$ cat src/rtl/fetch_unit_if.sv
// Bundles the instruction-RAM read port and the instruction output
// handshake of fetch_unit into one interface.
//   master: the fetch unit (drives address/strobe and the instruction stream)
//   slave : the RAM plus consumer side (drives read data and inst_ready)
interface fetch_unit_if #(
  parameter int XLEN = 32
);
  logic [XLEN-3:0] mem_addr;
  logic            mem_re;
  logic [31:0]     mem_rdata;
  logic [31:0]     inst;
  logic [XLEN-1:0] inst_pc;
  logic            inst_valid;
  logic            inst_ready;

  modport master (
    output mem_addr, mem_re, inst, inst_pc, inst_valid,
    input  mem_rdata, inst_ready
  );

  modport slave (
    input  mem_addr, mem_re, inst, inst_pc, inst_valid,
    output mem_rdata, inst_ready
  );
endinterface

$ cat src/rtl/fetch_unit.sv
// fetch_unit: single-issue instruction fetch.
// One read is issued per instruction (FETCH), the fixed-latency RAM result
// is awaited (WAIT), then held on a valid/ready handshake (VALID). A redirect
// restarts fetching at a new word-aligned PC and discards any fetch in flight.
// Optional feature macro: FETCH_MISALIGN_TRAP_EN
//   defined  : a redirect to a non-word-aligned target sets the sticky
//              misalign flag and parks the unit in HALT until reset.
//   undefined: the two low target bits are ignored, misalign stays 0.
module fetch_unit #(
  parameter int              XLEN        = 32,
  parameter logic [XLEN-1:0] RESET_PC    = '0,
  parameter int              MEM_LATENCY = 1
) (
  input  logic            clk,
  input  logic            resetn,
  input  logic            redirect,
  input  logic [XLEN-1:0] redirect_target,
  output logic [31:0]     fetch_count,
  output logic            misalign,
  fetch_unit_if.master    bus
);

  typedef enum logic [1:0] {
    S_FETCH,
    S_WAIT,
    S_VALID,
    S_HALT
  } state_t;

  // Wait counter start value: the counter reaches zero in exactly the cycle
  // the RAM presents the data, MEM_LATENCY cycles after the read strobe.
  localparam logic [1:0] WAIT_INIT = 2'(MEM_LATENCY - 1);

  state_t          state;
  logic [XLEN-1:0] pc;
  logic [1:0]      wait_cnt;
  logic [31:0]     inst_q;
  logic [XLEN-1:0] inst_pc_q;
  logic            inst_valid_q;
  logic            mem_re_q;
  logic [31:0]     fetch_count_q;
  logic            misalign_q;

  logic            handshake;
  logic            trap_hit;
  logic            take_redirect;

  // An instruction is consumed when it is offered and accepted together.
  assign handshake = (state == S_VALID) && inst_valid_q && bus.inst_ready;

`ifdef FETCH_MISALIGN_TRAP_EN
  // A redirect that does not land on a word boundary traps instead of fetching.
  assign trap_hit = redirect && (redirect_target[1:0] != 2'b00);
`else
  // Low target bits carry no meaning when trapping is compiled out.
  logic unused_target_lsbs;
  assign unused_target_lsbs = ^redirect_target[1:0];
  assign trap_hit           = 1'b0;
`endif

  // HALT is deaf to redirects; everywhere else a redirect overrides the FSM.
  assign take_redirect = redirect && (state != S_HALT);

  // Fetch FSM with all outputs registered alongside the state.
  // NOTE: every assignment to state in a clocked block is non-blocking, so all
  // flops sample the same pre-edge values no matter the statement order.
  always_ff @(posedge clk or negedge resetn) begin
    if (!resetn) begin
      state         <= S_FETCH;
      pc            <= RESET_PC;
      wait_cnt      <= '0;
      inst_q        <= '0;
      inst_pc_q     <= '0;
      inst_valid_q  <= 1'b0;
      mem_re_q      <= 1'b0;
      fetch_count_q <= '0;
      misalign_q    <= 1'b0;
    end else begin
      // Every accepted instruction is counted, even if a redirect coincides.
      if (handshake) begin
        fetch_count_q <= fetch_count_q + 32'd1;
      end

      if (take_redirect) begin
        // Whatever was pending (a read in flight or an offered instruction)
        // is abandoned; the late read data never reaches inst.
        inst_valid_q <= 1'b0;
        wait_cnt     <= '0;
        if (trap_hit) begin
          misalign_q <= 1'b1;
          mem_re_q   <= 1'b0;
          state      <= S_HALT;
        end else begin
          pc       <= {redirect_target[XLEN-1:2], 2'b00};
          mem_re_q <= 1'b1;
          state    <= S_FETCH;
        end
      end else begin
        case (state)
          S_FETCH: begin
            if (!mem_re_q) begin
              // First cycle out of reset: the strobe is not up yet, so the
              // issue cycle is the next one.
              mem_re_q <= 1'b1;
            end else begin
              mem_re_q <= 1'b0;
              wait_cnt <= WAIT_INIT;
              state    <= S_WAIT;
            end
          end

          S_WAIT: begin
            if (wait_cnt != 2'd0) begin
              wait_cnt <= wait_cnt - 2'd1;
            end else begin
              inst_q       <= bus.mem_rdata;
              inst_pc_q    <= pc;
              inst_valid_q <= 1'b1;
              state        <= S_VALID;
            end
          end

          S_VALID: begin
            // inst/inst_pc stay frozen until the consumer takes them.
            if (handshake) begin
              pc           <= pc + XLEN'(4);
              inst_valid_q <= 1'b0;
              mem_re_q     <= 1'b1;
              state        <= S_FETCH;
            end
          end

          S_HALT: begin
            // Parked until reset: no reads, nothing offered.
            mem_re_q     <= 1'b0;
            inst_valid_q <= 1'b0;
          end

          default: begin
            state <= S_FETCH;
          end
        endcase
      end
    end
  end

  // Output mapping; the word address follows the current PC directly.
  assign bus.mem_addr   = pc[XLEN-1:2];
  assign bus.mem_re     = mem_re_q;
  assign bus.inst       = inst_q;
  assign bus.inst_pc    = inst_pc_q;
  assign bus.inst_valid = inst_valid_q;
  assign fetch_count    = fetch_count_q;
  assign misalign       = misalign_q;

endmodule

$ cat src/flat_wrapper.sv
// flat-port wrapper written by rule: the top's interface ports become plain ports
module fetch_unit_flat 
#(
  parameter int              XLEN        = 32,
  parameter logic [XLEN-1:0] RESET_PC    = '0,
  parameter int              MEM_LATENCY = 1
)
  (clk, resetn, redirect, redirect_target, fetch_count, misalign, bus_mem_addr, bus_mem_re, bus_inst, bus_inst_pc, bus_inst_valid, bus_mem_rdata, bus_inst_ready);
  fetch_unit_if #(.XLEN(XLEN)) bus_i ();
  input  logic clk;
  input  logic resetn;
  input  logic redirect;
  input  logic [XLEN-1:0] redirect_target;
  output logic [31:0] fetch_count;
  output logic misalign;
  output wire logic [$bits(bus_i.mem_addr)-1:0] bus_mem_addr;
  output wire logic [$bits(bus_i.mem_re)-1:0] bus_mem_re;
  output wire logic [$bits(bus_i.inst)-1:0] bus_inst;
  output wire logic [$bits(bus_i.inst_pc)-1:0] bus_inst_pc;
  output wire logic [$bits(bus_i.inst_valid)-1:0] bus_inst_valid;
  input wire logic [$bits(bus_i.mem_rdata)-1:0] bus_mem_rdata;
  input wire logic [$bits(bus_i.inst_ready)-1:0] bus_inst_ready;
  assign bus_mem_addr = bus_i.mem_addr;
  assign bus_mem_re = bus_i.mem_re;
  assign bus_inst = bus_i.inst;
  assign bus_inst_pc = bus_i.inst_pc;
  assign bus_inst_valid = bus_i.inst_valid;
  assign bus_i.mem_rdata = bus_mem_rdata;
  assign bus_i.inst_ready = bus_inst_ready;
  fetch_unit #(.XLEN(XLEN), .RESET_PC(RESET_PC), .MEM_LATENCY(MEM_LATENCY)) u_core (.clk(clk), .resetn(resetn), .redirect(redirect), .redirect_target(redirect_target), .fetch_count(fetch_count), .misalign(misalign), .bus(bus_i));
endmodule
$ cat config.mk
export PLATFORM = sky130hd
export DESIGN_NAME = fetch_unit_flat
export DESIGN_NICKNAME = d
export VERILOG_FILES = /design/src/rtl/fetch_unit_if.sv /design/src/rtl/fetch_unit.sv /design/src/flat_wrapper.sv
export SDC_FILE = /design/constraint.sdc
export NUM_CORES = 1
export LEC_CHECK = 0
export ABC_CLOCK_PERIOD_IN_PS = 2200
export CORE_MARGIN = 4
export CORE_UTILIZATION = 47
export DETAILED_ROUTE_END_ITERATION = 10
export HOLD_SLACK_MARGIN = 0.02
export PLACE_DENSITY = 0.9
export SLEW_MARGIN = 20
export SYNTH_ARGS = -nofsm -noshare
export SYNTH_HDL_FRONTEND = slang
export SYNTH_SLANG_ARGS = --single-unit
$ cat constraint.sdc
create_clock -name clk -period 2.2 [get_ports clk]
set_input_delay 0.55 -clock clk [delete_from_list [all_inputs] [get_ports clk]]
set_output_delay 0.55 -clock clk [all_outputs]
set_load 0.005 [all_outputs]
=== Word-level counts from Yosys, hierarchy flattened ===
Index checks and enable logic that the tools add are counted.

* Bits in registers: 134
* Logic and storage cells: 58

* Add/subtract/negate cells: 3
* Eq/ne operators: 8
* Multiplexer cells: 20
* Bitwise operators: 2
* Reductions and logical operators: 17

{| class="wikitable"
|+ Operators by type and width
! cell !! count
|-
| 32-bit two-way mux || 3
|-
| 32-bit by 1-bit adder with 32-bit output (second input constant) || 1
|-
| 32-bit by 3-bit adder with 32-bit output (second input constant) || 1
|-
| 2-bit two-way mux || 7
|-
| 4-bit nonzero test || 3
|-
| 3-bit by 1-bit != test with 1-bit output (second input constant) || 3
|-
| 3-bit AND reduction || 3
|-
| 1-bit two-way mux || 6
|-
| 1-bit one-hot mux with 3 select lines || 2
|-
| 2-bit one-hot mux with 3 select lines || 1
|-
| 2-bit nonzero test || 3
|-
| 2-bit equality test (second input constant) || 2
|-
| 2-bit one-hot mux with 2 select lines || 1
|-
| 2-bit AND reduction || 2
|-
| 4-bit AND reduction || 1
|-
| 1-bit logical AND || 3
|-
| 3-bit by 2-bit != test with 1-bit output (second input constant) || 1
|-
| 3-bit nonzero test || 1
|-
| 2-bit by 1-bit equality test with 1-bit output (second input constant) || 1
|-
| 2-bit zero test || 1
|-
| 2-bit != test (second input constant) || 1
|-
| 1-bit inverter || 2
|-
| 2-bit by 1-bit subtractor with 2-bit output (second input constant) || 1
|}

=== Longest topological paths before layout ===
Gate-level depths: netlist of the first run.

* Word-level depth: 6
* Gate-level depth with buffers: 9
* Depth with buffers taken out: 7

=== Least setup slack after synthesis of the first run ===
Ideal clock, no wire load.

* Kind: register to register
* Start point: reg u_core.state[0]
* End point: reg u_core.pc[2]
* Library setup time: 0.121 ns
* Arrival: 1.754 ns
* Required time: 2.079 ns
* Setup slack: 0.325 ns
* Cell stages (with the launch flop): 10
* Buffers on the path: 2
* Path through: dfrtp_1 inv_1 ha_1 and3_1 clkbuf_8 o211ai_1 clkbuf_1 nor3_1 a21oi_1 nand2_1

* Longest elaborated chain between the ends: 5

{| class="wikitable"
|+ RTL lines
! element !! line !! RTL
|-
| start: declaration || fetch_unit.sv:34 || <nowiki>state_t state;</nowiki>
|-
| start signal: assignment || fetch_unit.sv:69 || <nowiki>state <= S_FETCH;</nowiki>
|-
| start signal: assignment || fetch_unit.sv:92 || <nowiki>state <= S_HALT;</nowiki>
|-
| start signal: assignment || fetch_unit.sv:96 || <nowiki>state <= S_FETCH;</nowiki>
|-
| 2-bit equality test || fetch_unit.sv:49, fetch_unit.sv:99 ||
|-
| 1-bit logical AND (2 in series) || fetch_unit.sv:49 || <nowiki>assign handshake = (state == S_VALID) && inst_valid_q && bus.inst_ready;</nowiki>
|-
| 2-bit nonzero test (no source line) || -- ||
|-
| 2-bit AND reduction (no source line) || -- ||
|-
| end signal: assignment || fetch_unit.sv:94 || <nowiki>pc <= {redirect_target[XLEN-1:2], 2'b00};</nowiki>
|-
| end signal: assignment || fetch_unit.sv:126 || <nowiki>pc <= pc + XLEN'(4);</nowiki>
|-
| end: declaration || fetch_unit.sv:35 || <nowiki>logic [XLEN-1:0] pc;</nowiki>
|}

Several ways; a longest one is shown, not always the timed one.
A chain may end at the register's enable or synchronous reset.

=== Worst setup path after layout of the first run ===
* Start point: reg u_core.pc[28]
* End point: out bus_mem_addr[26]

{| class="wikitable"
|+ RTL lines
! element !! line !! RTL
|-
| end: declaration || flat_wrapper.sv:16 || <nowiki>output wire logic [$bits(bus_i.mem_addr)-1:0] bus_mem_addr;</nowiki>
|}

No word-level cell between the ends.

==> flow_summary.yaml, run 1 <==
final_layout:
  drive_gt1_frac: 0.199
  fillCellCount: 847
  syn2layout_area_growth_pct: 48.8
  n_antenna_cell: 0
  nNetsFinal: 858
  final_util: 0.723
clock_tree:
  cts_root_buf: "clkbuf_16"
  cts_buffers: 17
  clock_latency_ns: 0.42
  path_clk_slew_ns: 0.06
  clock_sinks: 130
  post_cts_buffers: 0
  cts_hold_buf: 0
  clockBufferDepth: 2
  htreeDepth: 4
  cts_tree: "yes"
yosys:
  synth_area_um2: 6210
  ys_top_cells_by_area: "dfrtp_1 52%, mux2_2 11%, xnor2_1 3.4%"
  synth_edf_count: 0
  synth_largest_area_cell: "dfrtp_1"
  synth_most_common_cell: "dfrtp_1"
  syn_inst: 555
  synth_top_area_frac: 0.524
  synth-seq-cells: 130
  synth.avg_cell_area_um2: 11.2
  synth_flop_cell: "dfrtp_1"
  synth_commonest_cells: "130 x dfrtp_1, 62 x mux2_2, 39 x nor2_1, 36 x nand2_1, 30 x nand3_1"
  async_flop_share: 1.00
  yosysUniqueCellTypes: 58
  synth-warning-count: 0
  ys_seq_area_frac: 0.524
worst_setup_path:
  cp-start-kind: "flop"
  worst-setup-path-type: "flop to primary output"
  crit_start: "u_core.pc[28]$_DFFE_PN0P_"
  cp_data_required_time_ns: 1.65
  max_stage_delay_ns: 0.60
  timing.rr.start: "u_core.state[1]$_DFFE_PN0P_"
  crit_family: "buffers and inverters"
  path_buf_inv: 1
  arrival_ns: 1.54
  cp-end-kind: "primary output"
  critical_path.cell_chain: "clkdlybuf4s50_1"
  critPathSlowestCell: "clkdlybuf4s50_1"
  crit_fanout: 8
die:
  fp.dieH_um: 123
  die_w_um: 123
  io_pins: 197
  core_area_um2: 12800
  rows: 41
  initial_core_util: 0.486
  fp.dieArea_um2: 15100
detailed_routing:
  drc: 0
  drt_iter0_markers: 431
  firstDrtPassIters: 5
  antenna_left: 0
  vias_per_cell: 5.67
  wirelength_mm: 18.2
  vias: 5482
  wl_per_cell_um: 18.8
global_route:
  grt_pass1_vias: 5534
  grtUsageTotal: 0.243
  grt_max_degree: 52
  gr-total-overflow: 0
  grt_pass1_wl_mm: 28.7
  antenna_found_initial: 0
place:
  dp_hpwl_mm: 13.3
  place.port_buffers: 191
  gp_congestion: 0.853
pwr:
  total_power_mw: 11.7
  power.density_nw_per_um2: 1260
  p_leak_nw: 3.83
  ir_worst_vdd_uv: 844
sta:
  worstMarginPinSlew_ns: 0.515
  hold_viol: 0
  fmax_mhz: 477
  maxSlewHeadroom: 0.656
  drv_slew: 0
  min_period_ns: 2.09
  clock_skew_ns: 0.0116
  hold_slack_ns: 0.0850
  rsz0062_at_grt: "false"
  period_share: 0.952
  final-setup-viol-count: 0
status:
  status: "completed"
flow_run:
  maxCapViolCount: 0
min_path:
  hold_path.class: "input port to asynchronous set/reset pin"
kinds of logic after synthesis:
logic type,Yosys count,share of synthesized area
xor gates and xnor gates,31,0.0437
and+or+nand+nor,188,0.170
adders and majority gates,8,0.0161
DFF,130,0.524
buffers and inverters,37,0.0308
AOI/OAI and AO/OA,98,0.102
muxes,62,0.112
other,1,0.000604
metrics by stage:
| stage | instances | area (um2) | setup slack [ns] | setup TNS (ns) |
|---|---|---|---|---|
| 6_report | 967 | 9240 | 0.105 | 0 |
| 2_1_floorplan | 557 | 6210 | 0.325 | 0 |
| 5_1_grt | 967 | 9240 | 0.00684 | 0 |
| 4_1_cts | 967 | 9230 | 0.0764 | 0 |
| 3_5_place_dp | 935 | 8550 | -0.201 | -8.20 |
| 3_3_place_gp | 935 | 8550 | -0.280 | -6.14 |
cells in the final DEF (no fill, tap or decap), types with 23 or more instances in the layout:
| cell type | instances |
|---|---|
| clkdlybuf4s50_1 | 190 |
| dfrtp_1 | 130 |
| mux2_2 | 62 |
| nor2_1 | 39 |
| buf_4 | 37 |
| nand2_1 | 36 |
| nand3_1 | 30 |
| o21ai_0 | 24 |
| xnor2_1 | 24 |
| a21oi_1 | 23 |
final cells by class:
class	count	area, um2	share of cell area
Sequential cell	130	3250	0.352
Timing Repair Buffer	232	2270	0.246
Tap cell	172	215	0.0233
Inverter	11	41.3	0.00447
Multi-Input combinational cell	390	2780	0.301
Clock buffer	20	447	0.0484
Clock inverter	12	228	0.0247
report_power, final:
group	internal (mW)	switching [mW]	total (mW)
Sequential	3.25	0.788	4.04
Clock	2.16	1.05	3.22
Combinational	2.69	1.70	4.39
Total	8.11	3.55	11.7
sequential cells by signal, summed over array words and instances, names as in the netlist:
name / count
u_core.bus.inst: 32
u_core.fetch_count: 32
u_core.bus.inst_pc: 30
u_core.pc: 30
u_core.state: 2
u_core.wait_cnt: 2
u_core.bus.inst_valid: 1
u_core.bus.mem_re: 1
final timing paths:
path / cells past startpoint / slack [ns] / end
min in group clk: 1 / 0.50 / u_core.fetch_count[31]$_DFFE_PN0P_
max: 1 / 0.11 / bus_mem_addr[26]
max in group asynchronous: 2 / 1.46 / u_core.fetch_count[26]$_DFFE_PN0P_
max reg2reg: 5 / 0.14 / u_core.bus.inst[1]$_DFFE_PN0P_
min reg2reg: 1 / 0.50 / u_core.fetch_count[31]$_DFFE_PN0P_
min: 1 / 0.08 / u_core.bus.inst_pc[29]$_DFFE_PN0P_
metal layers:
layer / GRT usage / vias up / wire, um / part of all wire
met4: 0.0707 / 0 / 180 / 0.0099
met2: 0.415 / 305 / 9020 / 0.50
met3: 0.0755 / 17 / 1710 / 0.094
li1: - / 2479 / - / -
met1: 0.298 / 2681 / 7280 / 0.40
met5: 0 / - / 0 / 0
timing repair:
item / in CTS / in global routing
endpoints found under the setup margin: 0 / 2
hold endpoints to repair: 0 / 0
resized for setup: 0 / 2
No activity file was read; power rests on OpenSTA's default activity.
==> inputs of run 2 (changes only) <==
--- a/config.mk
+++ b/config.mk
@@ -6,7 +6,6 @@
 export NUM_CORES = 1
 export LEC_CHECK = 0
 export ABC_CLOCK_PERIOD_IN_PS = 2200
-export CORE_MARGIN = 4
 export CORE_UTILIZATION = 47
 export DETAILED_ROUTE_END_ITERATION = 10
 export HOLD_SLACK_MARGIN = 0.02
==> run 2 against run 1 <==
- routed wire length shrank 7.4%
- critical path depth stayed put
- final cell count shrank 0.21%
- clock skew decreased by 0.0040 ns
- sequential share of layout area is 0.34 points higher
- non-clock buffer count fell by 2
- first-iteration DRC count down 21%
- highest routed layer unchanged
- power down 4.2%
==> flow_summary.yaml, run 2 (synthesis results as in run 1) <==
status:
  status: "completed"
sta:
  hold_viol: 0
  fmax_mhz: 476
  rsz0062_at_grt: "false"
  drv_slew: 0
  tns_ns: 0
  period_share: 0.956
  min_period_ns: 2.10
  final-setup-viol-count: 0
  clock_skew_ns: 0.00763
clock_tree:
  cts_buffers: 17
  cts_hold_buf: 0
  cts_root_buf: "clkbuf_16"
  clock_latency_ns: 0.42
  cts_tree: "yes"
  clockBufferDepth: 2
  clock_sinks: 130
  post_cts_buffers: 0
  htreeDepth: 4
  path_clk_slew_ns: 0.06
worst_setup_path:
  crit_fanout: 8
  r2r_cells: 6
  timing.rr.start: "u_core.pc[3]$_DFFE_PN0P_"
  worst-setup-path-type: "flop to primary output"
  critical_path.cell_chain: "clkdlybuf4s50_1"
  crit_start: "u_core.pc[28]$_DFFE_PN0P_"
  path_buf_inv: 1
  crit_family: "flip-flops"
  cp-end-kind: "primary output"
  cp_data_required_time_ns: 1.65
  arrival_ns: 1.55
  critPathSlowestCell: "dfrtp_1"
  max_stage_delay_ns: 0.57
  crit_cells: 1
  cp-start-kind: "flop"
pwr:
  p_leak_nw: 3.78
  power.density_nw_per_um2: 1220
  ir_worst_vdd_uv: 826
final_layout:
  final_common_cell: "clkdlybuf4s50_1"
  finish.instance_area_um2: 9150
  final_cell_mix: "190 x clkdlybuf4s50_1, 130 x dfrtp_1, 62 x mux2_2, 39 x nor2_1, 36 x nand2_1"
  fillCellCount: 884
  n_antenna_cell: 0
  final_util: 0.716
  nNetsFinal: 856
  drive_gt1_frac: 0.201
  syn2layout_area_growth_pct: 47.4
detailed_routing:
  wl_per_cell_um: 17.5
  wirelength_mm: 16.8
  firstDrtPassIters: 7
  drt_iter0_markers: 339
  vias_per_cell: 5.53
  vias: 5340
  antenna_left: 0
  drc: 0
place:
  place.port_buffers: 191
  post_dp_cell_area_um2: 8550
  dp_hpwl_mm: 12.3
  gp_congestion: 0.860
die:
  initial_core_util: 0.486
  rows: 41
  fp.dieArea_um2: 13700
  io_pins: 197
  die_w_um: 117
  core_area_um2: 12800
  fp.dieH_um: 117
flow_run:
  maxCapViolCount: 0
global_route:
  grt_pass1_wl_mm: 26.0
  grtUsageTotal: 0.253
  grt_max_degree: 47
  grt_pass1_vias: 5126
  gr-total-overflow: 0
  antenna_found_initial: 0
min_path:
  hold_path.class: "input port to asynchronous set/reset pin"
==> run 2: layer usage <==
metal / vias to the layer above / global-route usage / share of wire
met5: - / 0 / 0
met4: 0 / 0.105 / 0.025
met3: 31 / 0.0772 / 0.082
met2: 259 / 0.427 / 0.49
met1: 2575 / 0.301 / 0.40
li1: 2475 / - / -
==> run 2: report_power, final <==
part / internal (mW) / switching (mW)
logic: 2.69 / 1.68
registers: 3.25 / 0.776
clock network: 1.72 / 1.04
total: 7.66 / 3.50
==> run 2: worst paths after layout <==
| kind | to | slack [ns] |
|---|---|---|
| worst max-delay path | bus_mem_addr[26] | 0.1 |
| worst min-delay path | u_core.bus.inst_pc[8]$_DFFE_PN0P_ | 0.07 |
| worst max register to register | u_core.pc[24]$_DFFE_PN0P_ | 0.18 |
| worst min register to register | u_core.fetch_count[9]$_DFFE_PN0P_ | 0.49 |
| max in group asynchronous | u_core.pc[15]$_DFFE_PN0P_ | 1.53 |
| min in group clk | u_core.fetch_count[9]$_DFFE_PN0P_ | 0.49 |
==> run 2: cell type report <==
class	count	area, um2	share of cell area
Sequential cell	130	3250	0.356
Clock inverter	13	134	0.0146
Multi-Input combinational cell	390	2780	0.304
Clock buffer	19	453	0.0495
Tap cell	172	215	0.0235
Timing Repair Buffer	230	2270	0.248
Inverter	11	41.3	0.00451
==> run 2: timing repair <==
action	4_1_cts	5_1_grt
setup endpoints to repair	0	3
hold endpoints to repair	0	0
resized for setup	0	2
==> run 2: metrics by stage <==
step / power (mW) / cells / setup slack [ns] / hold slack (ns)
2_1_floorplan: 5.76 / 557 / 0.325 / 0.254
3_3_place_gp: 8.22 / 933 / -0.0408 / 0.477
3_5_place_dp: 8.42 / 933 / -0.0799 / 0.484
4_1_cts: 11.2 / 965 / 0.0832 / 0.0691
5_1_grt: 11.8 / 965 / 0.0307 / 0.0908
6_report: 11.2 / 965 / 0.0976 / 0.0650
==> inputs of run 3 (changes only) <==
--- a/config.mk
+++ b/config.mk
@@ -8,6 +8,7 @@
 export ABC_CLOCK_PERIOD_IN_PS = 2200
 export CORE_UTILIZATION = 47
 export DETAILED_ROUTE_END_ITERATION = 10
+export GPL_ROUTABILITY_DRIVEN = 0
 export HOLD_SLACK_MARGIN = 0.02
 export PLACE_DENSITY = 0.9
 export SLEW_MARGIN = 20
==> run 3 against run 2 <==
- routed wire length rose by 5.9%
- power rose by 3.5%
- sequential cell count did not move
- worst hold slack improved by 0.0082 ns
- setup slack got worse by 0.0046 ns
- register-to-register slack got worse by 0.06 ns
- largest cell class unchanged
==> flow_summary.yaml, run 3 (synthesis results as in run 1) <==
clock_tree:
  cts_buffers: 17
  clock_latency_ns: 0.42
  clockBufferDepth: 2
  clock_sinks: 130
  cts_hold_buf: 0
  cts_root_buf: "clkbuf_16"
  htreeDepth: 4
  cts_tree: "yes"
  path_clk_slew_ns: 0.06
worst_setup_path:
  critical_path.cell_chain: "clkdlybuf4s50_1"
  cp-end-kind: "primary output"
  cp_data_required_time_ns: 1.65
  worst-setup-path-type: "flop to primary output"
  r2r_cells: 8
  r2r_setup_slack_ns: 0.12
  r2r-end: "u_core.fetch_count[29]$_DFFE_PN0P_"
  timing.rr.start: "u_core.state[0]$_DFFE_PN0P_"
  cp-start-kind: "flop"
  max_stage_delay_ns: 0.57
  arrival_ns: 1.56
  critPathSlowestCell: "dfrtp_1"
  crit_family: "flip-flops"
  crit_fanout: 8
  path_buf_inv: 1
die:
  fp.dieH_um: 117
  io_pins: 197
  rows: 41
  fp.dieArea_um2: 13700
  core_area_um2: 12800
  initial_core_util: 0.486
  die_w_um: 117
detailed_routing:
  drc: 0
  antenna_left: 0
  wirelength_mm: 17.8
  wl_met1_mm: 6.67
  vias_per_cell: 5.76
  wl_per_cell_um: 18.5
  vias: 5554
  firstDrtPassIters: 5
  wl_met3_mm: 1.68
  drt_iter0_markers: 416
  highest_layer: "met4"
  met2WireLength_mm: 9.00
place:
  post_dp_cell_area_um2: 8550
  place.port_buffers: 191
  dp_hpwl_mm: 12.8
sta:
  final-setup-viol-count: 0
  period_share: 0.958
  drv_slew: 0
  tns_ns: 0
  min_period_ns: 2.11
  fmax_mhz: 475
  hold_viol: 0
  rsz0062_at_grt: "false"
  clock_skew_ns: 0.0101
pwr:
  internal_power_mw: 8.03
  clkPwrFrac: 0.268
  p_leak_nw: 3.82
  seqPwrFrac: 0.349
  total_power_mw: 11.6
  ir_worst_vdd_uv: 705
  power.density_nw_per_um2: 1250
  p_sw_frac: 0.305
  p_sw_mw: 3.52
  pwr-share-comb: 0.383
final_layout:
  n_antenna_cell: 0
  finish.instance_area_um2: 9210
  final_common_cell: "clkdlybuf4s50_1"
  fillCellCount: 845
  syn2layout_area_growth_pct: 48.4
  nNetsFinal: 858
  drive_gt1_frac: 0.202
  final_cell_mix: "190 x clkdlybuf4s50_1, 130 x dfrtp_1, 62 x mux2_2, 39 x nor2_1, 37 x buf_4"
min_path:
  hold_path.class: "input port to asynchronous set/reset pin"
global_route:
  grt_pass1_vias: 5504
  antenna_found_initial: 0
  gr-total-overflow: 0
  grtUsageTotal: 0.267
  grt_max_degree: 50
  grt_pass1_wl_mm: 27.3
flow_run:
  maxCapViolCount: 0
status:
  status: "completed"
run 3: metal layers:
layer,vias up,global-route usage
li1,2482,-
met1,2696,0.298
met2,329,0.472
met3,47,0.0788
met4,0,0.119
met5,-,0
run 3: worst max path at each step:
stage | startpoint | to | depth (start not counted)
after floorplan | u_core.state[0]$_DFFE_PN0P_ | u_core.pc[2]$_DFFE_PN0P_ | 9
after global placement | bus_inst_ready | u_core.pc[28]$_DFFE_PN0P_ | 8
after detailed placement | bus_inst_ready | u_core.pc[31]$_DFFE_PN0P_ | 6
after CTS | u_core.state[0]$_DFFE_PN0P_ | u_core.pc[31]$_DFFE_PN0P_ | 7
after global routing | u_core.state[0]$_DFFE_PN0P_ | u_core.fetch_count[29]$_DFFE_PN0P_ | 8
final | u_core.pc[28]$_DFFE_PN0P_ | bus_mem_addr[26] | 1
run 3: layout make-up:
| class | count | area [um2] | area share |
|---|---|---|---|
| clock buffer | 20 | 467 | 0.0507 |
| clock inverter | 10 | 181 | 0.0197 |
| inverter | 11 | 41.3 | 0.00448 |
| multi-input combinational | 390 | 2780 | 0.302 |
| sequential | 130 | 3250 | 0.353 |
| tap | 172 | 215 | 0.0234 |
| timing repair buffer | 232 | 2270 | 0.247 |
run 3: timing repair:
| action | in CTS | in global routing |
|---|---|---|
| resized for setup | 0 | 4 |
| endpoints found under the setup margin | 0 | 13 |
| setup buffers | 0 | 0 |
run 3: through the flow:
step                 util  setup WS (ns)  std cells  hold WS (ns)
global route        0.721        0.00764        965        0.0974
global placement    0.670        -0.0282        935         0.477
finish              0.721         0.0931        965        0.0732
floorplan               -          0.325        557         0.254
CTS                 0.720         0.0696        965        0.0805
detailed placement  0.670         -0.169        935         0.493
run 3: power by group through the flow:
stage / Sequential, mW / Clock, mW / Combinational, mW
2_1_floorplan: 4.02 / 0 / 1.74
3_3_place_gp: 3.96 / 0 / 4.24
3_5_place_dp: 4.06 / 0 / 4.39
4_1_cts: 4.03 / 3.13 / 4.45
5_1_grt: 4.15 / 3.24 / 4.81
6_report: 4.03 / 3.09 / 4.42
